<file path="src/rtl/bresenham_line.sv">
// Bresenham line-drawing engine: latches two endpoints on a start pulse,
// walks the integer path one pixel per accepted beat, emits on-screen pixels
// on a valid/ready stream, and pulses done after the last pixel.

package bresenham_pkg;
    typedef struct packed {
        shortint x;
        shortint y;
    } Point2D;
endpackage

`ifndef WIDTH
`define WIDTH 640
`endif
`ifndef HEIGHT
`define HEIGHT 480
`endif

module bresenham_line
    import bresenham_pkg::*;
(
    input  logic   clk,
    input  logic   n_rst,
    input  logic   start,
    input  Point2D p,
    input  Point2D q,
    output Point2D pixel,
    output logic   pixel_valid,
    input  logic   pixel_ready,
    output logic   busy,
    output logic   done
);

    typedef enum logic [1:0] {IDLE, SETUP, DRAW, DONE} state_t;

    localparam shortint MAX_X = 16'(`WIDTH - 1);
    localparam shortint MAX_Y = 16'(`HEIGHT - 1);

    state_t             state_reg, state_next;
    logic signed [15:0] x0_reg, x0_next, y0_reg, y0_next;
    logic signed [15:0] x1_reg, x1_next, y1_reg, y1_next;
    logic signed [16:0] dx_reg, dx_next, dy_reg, dy_next;
    logic               sx_neg_reg, sx_neg_next, sy_neg_reg, sy_neg_next;
    logic signed [17:0] err_reg, err_next;
    Point2D             cur_reg, cur_next;

    // Endpoint differences, widened by one bit so |x1-x0| never overflows.
    logic signed [16:0] diff_x, diff_y, abs_x, abs_y;
    assign diff_x = {x1_reg[15], x1_reg} - {x0_reg[15], x0_reg};
    assign diff_y = {y1_reg[15], y1_reg} - {y0_reg[15], y0_reg};
    assign abs_x  = diff_x[16] ? -diff_x : diff_x;
    assign abs_y  = diff_y[16] ? -diff_y : diff_y;

    // Error-term decisions for the current step; both use the old e2.
    logic signed [18:0] e2, dx_19, dy_19;
    logic signed [17:0] dx_18, dy_18, err_add_x, err_add_y;
    logic               step_x, step_y, on_screen, advance, at_end;
    assign e2        = {err_reg, 1'b0};
    assign dx_19     = {{2{dx_reg[16]}}, dx_reg};
    assign dy_19     = {{2{dy_reg[16]}}, dy_reg};
    assign dx_18     = {dx_reg[16], dx_reg};
    assign dy_18     = {dy_reg[16], dy_reg};
    assign step_x    = (e2 >= dy_19);
    assign step_y    = (e2 <= dx_19);
    assign err_add_x = step_x ? dy_18 : 18'sd0;
    assign err_add_y = step_y ? dx_18 : 18'sd0;

    assign on_screen = (cur_reg.x >= 16'sd0) && (cur_reg.x <= MAX_X) &&
                       (cur_reg.y >= 16'sd0) && (cur_reg.y <= MAX_Y);
    // Off-screen pixels are skipped without waiting for the consumer.
    assign advance   = !on_screen || pixel_ready;
    assign at_end    = (cur_reg.x == x1_reg) && (cur_reg.y == y1_reg);

    assign pixel = cur_reg;

    // State and datapath registers; reset abandons any line in progress.
    always_ff @(posedge clk or negedge n_rst) begin
        if (!n_rst) begin
            state_reg  <= IDLE;
            x0_reg     <= '0;
            y0_reg     <= '0;
            x1_reg     <= '0;
            y1_reg     <= '0;
            dx_reg     <= '0;
            dy_reg     <= '0;
            sx_neg_reg <= 1'b0;
            sy_neg_reg <= 1'b0;
            err_reg    <= '0;
            cur_reg    <= '0;
        end else begin
            state_reg  <= state_next;
            x0_reg     <= x0_next;
            y0_reg     <= y0_next;
            x1_reg     <= x1_next;
            y1_reg     <= y1_next;
            dx_reg     <= dx_next;
            dy_reg     <= dy_next;
            sx_neg_reg <= sx_neg_next;
            sy_neg_reg <= sy_neg_next;
            err_reg    <= err_next;
            cur_reg    <= cur_next;
        end
    end

    // Next-state, datapath updates and handshake outputs.
    always_comb begin
        state_next  = state_reg;
        x0_next     = x0_reg;
        y0_next     = y0_reg;
        x1_next     = x1_reg;
        y1_next     = y1_reg;
        dx_next     = dx_reg;
        dy_next     = dy_reg;
        sx_neg_next = sx_neg_reg;
        sy_neg_next = sy_neg_reg;
        err_next    = err_reg;
        cur_next    = cur_reg;
        pixel_valid = 1'b0;
        done        = 1'b0;
        busy        = (state_reg != IDLE);

        case (state_reg)
            IDLE: begin
                if (start) begin
                    x0_next    = p.x;
                    y0_next    = p.y;
                    x1_next    = q.x;
                    y1_next    = q.y;
                    state_next = SETUP;
                end
            end
            SETUP: begin
                dx_next     = abs_x;
                dy_next     = -abs_y;
                sx_neg_next = !(x0_reg < x1_reg);
                sy_neg_next = !(y0_reg < y1_reg);
                err_next    = {abs_x[16], abs_x} - {abs_y[16], abs_y};
                cur_next.x  = x0_reg;
                cur_next.y  = y0_reg;
                state_next  = DRAW;
            end
            DRAW: begin
                pixel_valid = on_screen;
                if (advance) begin
                    if (at_end) begin
                        state_next = DONE;
                    end else begin
                        err_next = err_reg + err_add_x + err_add_y;
                        if (step_x)
                            cur_next.x = cur_reg.x + (sx_neg_reg ? 16'hFFFF : 16'h0001);
                        if (step_y)
                            cur_next.y = cur_reg.y + (sy_neg_reg ? 16'hFFFF : 16'h0001);
                    end
                end
            end
            DONE: begin
                done       = 1'b1;
                state_next = IDLE;
            end
            default: state_next = IDLE;
        endcase
    end

endmodule

</file>
<file path="config.mk">
export PLATFORM = sky130hd
export DESIGN_NAME = bresenham_line
export DESIGN_NICKNAME = d
export VERILOG_FILES = /design/src/rtl/bresenham_line.sv
export SDC_FILE = /design/constraint.sdc
export NUM_CORES = 1
export LEC_CHECK = 0
export CAP_MARGIN = 20
export CORE_MARGIN = 3
export CORE_UTILIZATION = 50
export DETAILED_ROUTE_END_ITERATION = 10
export GPL_TIMING_DRIVEN = 0
export PLACE_DENSITY = 0.67
export SLEW_MARGIN = 20
export SYNTH_ARGS = -nofsm -noshare
export SYNTH_HDL_FRONTEND = slang
export SYNTH_SLANG_ARGS = --single-unit
export TNS_END_PERCENT = 30
</file>
<file path="constraint.sdc">
create_clock -name clk -period 10.7 [get_ports clk]
set_input_delay 3.21 -clock clk [delete_from_list [all_inputs] [get_ports clk]]
set_output_delay 3.21 -clock clk [all_outputs]
set_load 0.005 [all_outputs]
</file>
==> impl_metrics.csv, run 1 <==
group,metric,value,unit
synthesis,netlist_area,13600,um2
setup_path,path_class,"flop to flop",
timing,tns,0,ps
finish,antenna_cells,0,
timing,skew,16.7,ps
clock_tree,cts_buffer_depth,2,
timing,rsz0062_at_grt,"false",
status,outcome,"finished clean",
detailed_routing,routed_via_density,5.94,
floorplanning,die_y,171,um
synthesis,postSynthAreaPerCell,8.96,um2
timing,finalHoldViolCount,0,
synthesis,synth_edf_count,0,
floorplanning,row_count,59,
setup_path,slowest_stage,"o311ai_0",
clock_tree,htreeDepth,4,
synthesis,yosysWarningCount,0,
clock_tree,postCtsSetupBuffers,0,
placement,placedCellCount,1961,
floorplanning,start_util,51.6,%
setup_path,reg2reg_slack,4260,ps
finish,finalInstanceArea,15700,um2
setup_path,crit_family,"compound AO/OA/AOI/OAI gates",
finish,largest_reg_flops,32,
synthesis,ys_types,84,
detailed_routing,drt_iter0_drc,960,
clock_tree,cts_tree,"yes",
finish,areaGrowthSynthToFinish,15.3,%
detailed_routing,drtPass1Iterations,5,
setup_path,cp_max_fo,10,
timing,slew_headroom,26.6,%
grt,grt_pass1_wl,63200,um
setup_path,critPathLaunchType,"flop",
hold_path,holdCritPathClass,"flop to flop",
synthesis,ys_ff_latch,152,
grt,gr-total-overflow,0,
grt,antenna_found_initial,0,
timing,finalCriticalPeriod,6440,ps
placement,io_buffers,102,
detailed_routing,wl_per_cell,20.3,um
synthesis,ys.flop_type,"dfrtp_1",
setup_path,worstPathArrival,6720,ps
finish,mostFrequentLayoutCell,"dfrtp_1",
finish,drive_gt1_share,9.29,%
floorplanning,die_x,171,um
finish,final_cell_mix,"152 x dfrtp_1, 139 x ha_1, 120 x inv_1",
detailed_routing,antenna_left,0,
timing,drv_slew,0,
synthesis,synthArstFlopShare,100,%
placement,place_area,15100,um2
floorplanning,die-area,29300,um2
placement,globalplace.congestion,0.911,
grt,grt_max_degree,78,
timing,min_period_over_period,60.1,%
timing,max_freq,155,MHz
setup_path,endpoint_kind,"flop",
floorplanning,num_io_pins,103,
clock_tree,cts_resized,0,
setup_path,cpPeakStageDelay,670,ps
setup_path,crit_path_cell_trace,"ha_1 > inv_1 > fa_1 > a21o_1 > a21oi_1 > o21ai_0 > o311ai_0 > o21a_1 > o221a_2 > mux2i_1 > clkbuf_1 > nor2_1 > xnor2_1 > ha_1 > a21o_1 > a21oi_1 > o21bai_1 > a211o_1 > nand3_1 > and4_1 > nor3_1 > o311ai_0 > a31oi_1",
synthesis,syn_nets,1752,
detailed_routing,drt-total-wl,40400,um
placement,dp_slack,4350,ps
clock_tree,path_clk_slew,70,ps
synthesis,syn_inst,1522,
finish,nets,1875,
timing,worst_pin_slew,1100,ps
clock_tree,cts_buffers,17,
clock_tree,numClockSinks,152,
clock_tree,cts_root_buf,"clkbuf_16",
clock_tree,worstSkewPairLatency,440,ps
placement,hpwl,31900,um
setup_path,crit_buf_inv,2,
finish,fin_cells,1992,
flow_run,drv_cap,0,
floorplanning,coreArea,26400,um2
grt,grt_pass1_vias,11500,
setup_path,required,10980,ps
timing,worst_slack,4260,ps
detailed_routing,vias,11800,
synthesis,ys_seq_area_share,27.9,%
clock_tree,ctsHoldBuffers,0,
grt,track_usage,27.8,%
timing,setup_viol,0,
detailed_routing,drc,0,
[logic make-up after synthesis]
group	after synthesis	synth area share, %
AOI/OAI and AO/OA	370	17.9
xor gates and xnor gates	142	9.44
adders and majority gates	162	16.1
buffers and inverters	167	4.62
DFF	152	27.9
muxes	101	8.12
and+or+nand+nor	428	15.9
[worst reg2reg max path, cell delays in order (launching register included)]
cell and delay [ps]:
dfrtp_1 430, ha_1 260, inv_1 80, fa_1 200, a21o_1 120, a21oi_1 100
o21ai_0 160, o311ai_0 270, o21a_1 300, o221a_2 290, mux2i_1 500, clkbuf_1 440
nor2_1 100, xnor2_1 490, ha_1 370, a21o_1 190, a21oi_1 270, o21bai_1 140
a211o_1 330, nand3_1 100, and4_1 220, nor3_1 70, o311ai_0 670, a31oi_1 170
[layer usage]
metal	routed length, um	up-vias	track usage (%)
li1	-	5691	-
met1	18400	5747	38.6
met2	18800	343	45.6
met3	1910	53	3.03
met4	1270	0	9.62
met5	0	-	0
[cell type report]
class | count | area, um2
clock buffer | 18 | 439
tap | 335 | 419
inverter | 121 | 454
clock inverter | 13 | 158
multi-input combinational | 1203 | 9220
sequential | 152 | 3800
timing repair buffer | 104 | 1060
fill | 2356 | 10700
buffer | 46 | 176
[through the flow]
stage | util (%) | hold WS (ps)
6_report | 59.5 | 510
5_1_grt | 59.5 | 520
4_1_cts | 59.5 | 512
3_5_place_dp | 57.2 | 494
3_3_place_gp | 57.1 | 490
2_1_floorplan | - | 475
[synthesized netlist by cell type, drive strengths merged, types with 4 or more instances]
master,count,area [um2]
nor2,108,405
a21o,35,263
ha,139,1740
nand3b,7,52.6
clkbuf,39,146
nand3,32,160
or2,14,87.6
nand4,23,144
mux2i,24,240
o41ai,5,66.3
inv,121,454
and2,35,219
dfrtp,152,3800
nand2,83,312
a31oi,20,125
o21bai,5,37.5
o311ai,4,35.0
a211oi,12,95.1
o22ai,6,37.5
or3,14,92.6
o21a,18,135
a21boi,7,52.6
mux2,77,867
a311oi,6,58.8
nor2b,17,106
buf,7,30.0
xor2,75,672
o211a,4,40.0
and3,10,62.6
nor3b,4,30.0
a2111oi,5,68.8
o211ai,12,95.1
nand2b,14,90.1
o21ai,84,420
xnor2,66,593
o31ai,8,60.1
nor4,18,113
a21oi,107,539
o2111ai,4,35.0
fa,23,460
a41oi,4,35.0
nor3,35,180
[worst paths after layout]
kind / startpoint / to / cells after the start
min in group asynchronous: n_rst / x0_reg[1] / 1
worst max-delay path: x0_reg[0] / err_reg[14] / 23
max in group asynchronous: n_rst / err_reg[7] / 2
worst min register to register: x0_reg[1] / x0_reg[1] / 1
worst min-delay path: x0_reg[1] / x0_reg[1] / 1
worst max register to register: x0_reg[0] / err_reg[14] / 23
Power of run 1 is not shown: default switching activity piles up to over one toggle a cycle in this logic, so the estimate is an artifact.
==> run 2: changes to the inputs <==
Clock period 10.7 ns to 6.6 ns, I/O delays scaled along.
==> impl_metrics.csv, run 2 (synthesis gave the netlist of run 1 again) <==
group,metric,value,unit
clock_tree,cts_root_buf,"clkbuf_16",
timing,setup_viol,0,
grt,grt_pass1_wl,63200,um
detailed_routing,drt-total-wl,40400,um
placement,hpwl,31900,um
setup_path,endpoint_kind,"flop",
finish,final_cell_mix,"152 x dfrtp_1, 139 x ha_1, 120 x inv_1",
finish,mostFrequentLayoutCell,"dfrtp_1",
floorplanning,num_io_pins,103,
floorplanning,row_count,59,
clock_tree,path_clk_slew,80,ps
setup_path,worstPathArrival,6430,ps
detailed_routing,drtPass1Iterations,5,
finish,largest_reg_flops,32,
floorplanning,die-area,29300,um2
timing,finalHoldViolCount,0,
setup_path,critPathLaunchType,"flop",
floorplanning,die_x,171,um
timing,worst_pin_slew,1100,ps
floorplanning,die_y,171,um
setup_path,required,6880,ps
finish,drive_gt1_share,9.54,%
placement,dp_slack,253,ps
setup_path,path_class,"flop to flop",
detailed_routing,drc,0,
clock_tree,cts_buffer_depth,2,
floorplanning,coreArea,26400,um2
timing,finalCriticalPeriod,6140,ps
timing,rsz0062_at_grt,"false",
detailed_routing,antenna_left,0,
timing,max_freq,163,MHz
clock_tree,htreeDepth,4,
timing,min_period_over_period,93.1,%
status,outcome,"finished clean",
clock_tree,worstSkewPairLatency,440,ps
flow_run,drv_cap,0,
detailed_routing,routed_via_density,5.93,
clock_tree,cts_buffers,17,
clock_tree,numClockSinks,152,
floorplanning,start_util,51.6,%
finish,nets,1875,
grt,antenna_found_initial,0,
timing,worst_slack,455,ps
detailed_routing,drt_iter0_drc,991,
grt,track_usage,27.8,%
setup_path,cp_max_fo,10,
grt,grt_pass1_vias,11500,
timing,slew_headroom,26.6,%
timing,tns,0,ps
detailed_routing,wl_per_cell,20.3,um
hold_path,holdCritPathClass,"flop to flop",
detailed_routing,vias,11800,
clock_tree,ctsHoldBuffers,0,
placement,globalplace.congestion,0.911,
grt,gr-total-overflow,0,
timing,drv_slew,0,
placement,io_buffers,102,
timing,skew,15.9,ps
finish,areaGrowthSynthToFinish,15.5,%
clock_tree,cts_tree,"yes",
grt,grt_max_degree,78,
-- run 2: cell count changes in the layout (fill, tap and decap cells not counted), sizes merged --
cell / change
diode: +1
-- run 2: worst paths after layout --
path                          endpoint  cells after the start  slack, ps  startpoint
max                        err_reg[14]                     22        460   x0_reg[0]
max in group asynchronous   err_reg[7]                      2       4260       n_rst
min reg2reg                  x0_reg[1]                      1        510   x0_reg[1]
max reg2reg                err_reg[14]                     22        460   x0_reg[0]
min                          x0_reg[1]                      1        510   x0_reg[1]
min in group asynchronous    x0_reg[1]                      1       1490       n_rst
-- run 2: stage by stage --
| step | std cells | instance area [um2] | util [%] | hold slack (ps) |
|---|---|---|---|---|
| after floorplan | 1522 | 13600 | - | 475 |
| after global placement | 1959 | 15100 | 57.1 | 490 |
| after detailed placement | 1961 | 15100 | 57.2 | 494 |
| after CTS | 1992 | 15700 | 59.5 | 512 |
| after global routing | 1992 | 15800 | 59.6 | 520 |
| final | 1993 | 15800 | 59.6 | 510 |
-- run 2: area by class of cell --
class	instances	area, um2
clock inverter	13	158
inverter	121	454
antenna	1	2.50
sequential	152	3800
timing repair buffer	104	1060
buffer	46	178
fill	2353	10700
clock buffer	18	439
tap	335	419
multi-input combinational	1203	9240
-- run 2: timing repair --
item | 4_1_cts | 5_1_grt
gates resized for setup | 0 | 6
endpoints found under the setup margin | 0 | 3
setup buffers | 0 | 0
-- run 2: worst max-delay path: stages, from the launching register on --
cell and delay (ps):
dfrtp_1 430, ha_1 260, inv_1 80, fa_1 200, a21o_1 120, a21oi_1 100, o21ai_0 170, o311ai_0 270
o21a_1 300, o221a_2 300, mux2i_2 360, clkbuf_2 310, mux2_2 450, fa_1 480, a21o_1 170, a21oi_1 270
o21bai_1 140, a211o_1 330, nand3_1 100, and4_1 220, nor3_1 70, o311ai_0 670, a31oi_1 170
-- run 2: layer usage --
layer	share of wire, %	global-route usage (%)	vias to the layer above
met5	0	0	-
met4	2.8	9.62	0
met3	4.5	3.03	51
met2	47	45.6	323
met1	46	38.6	5744
li1	-	-	5705
Power of run 2 is left out for the same reason.
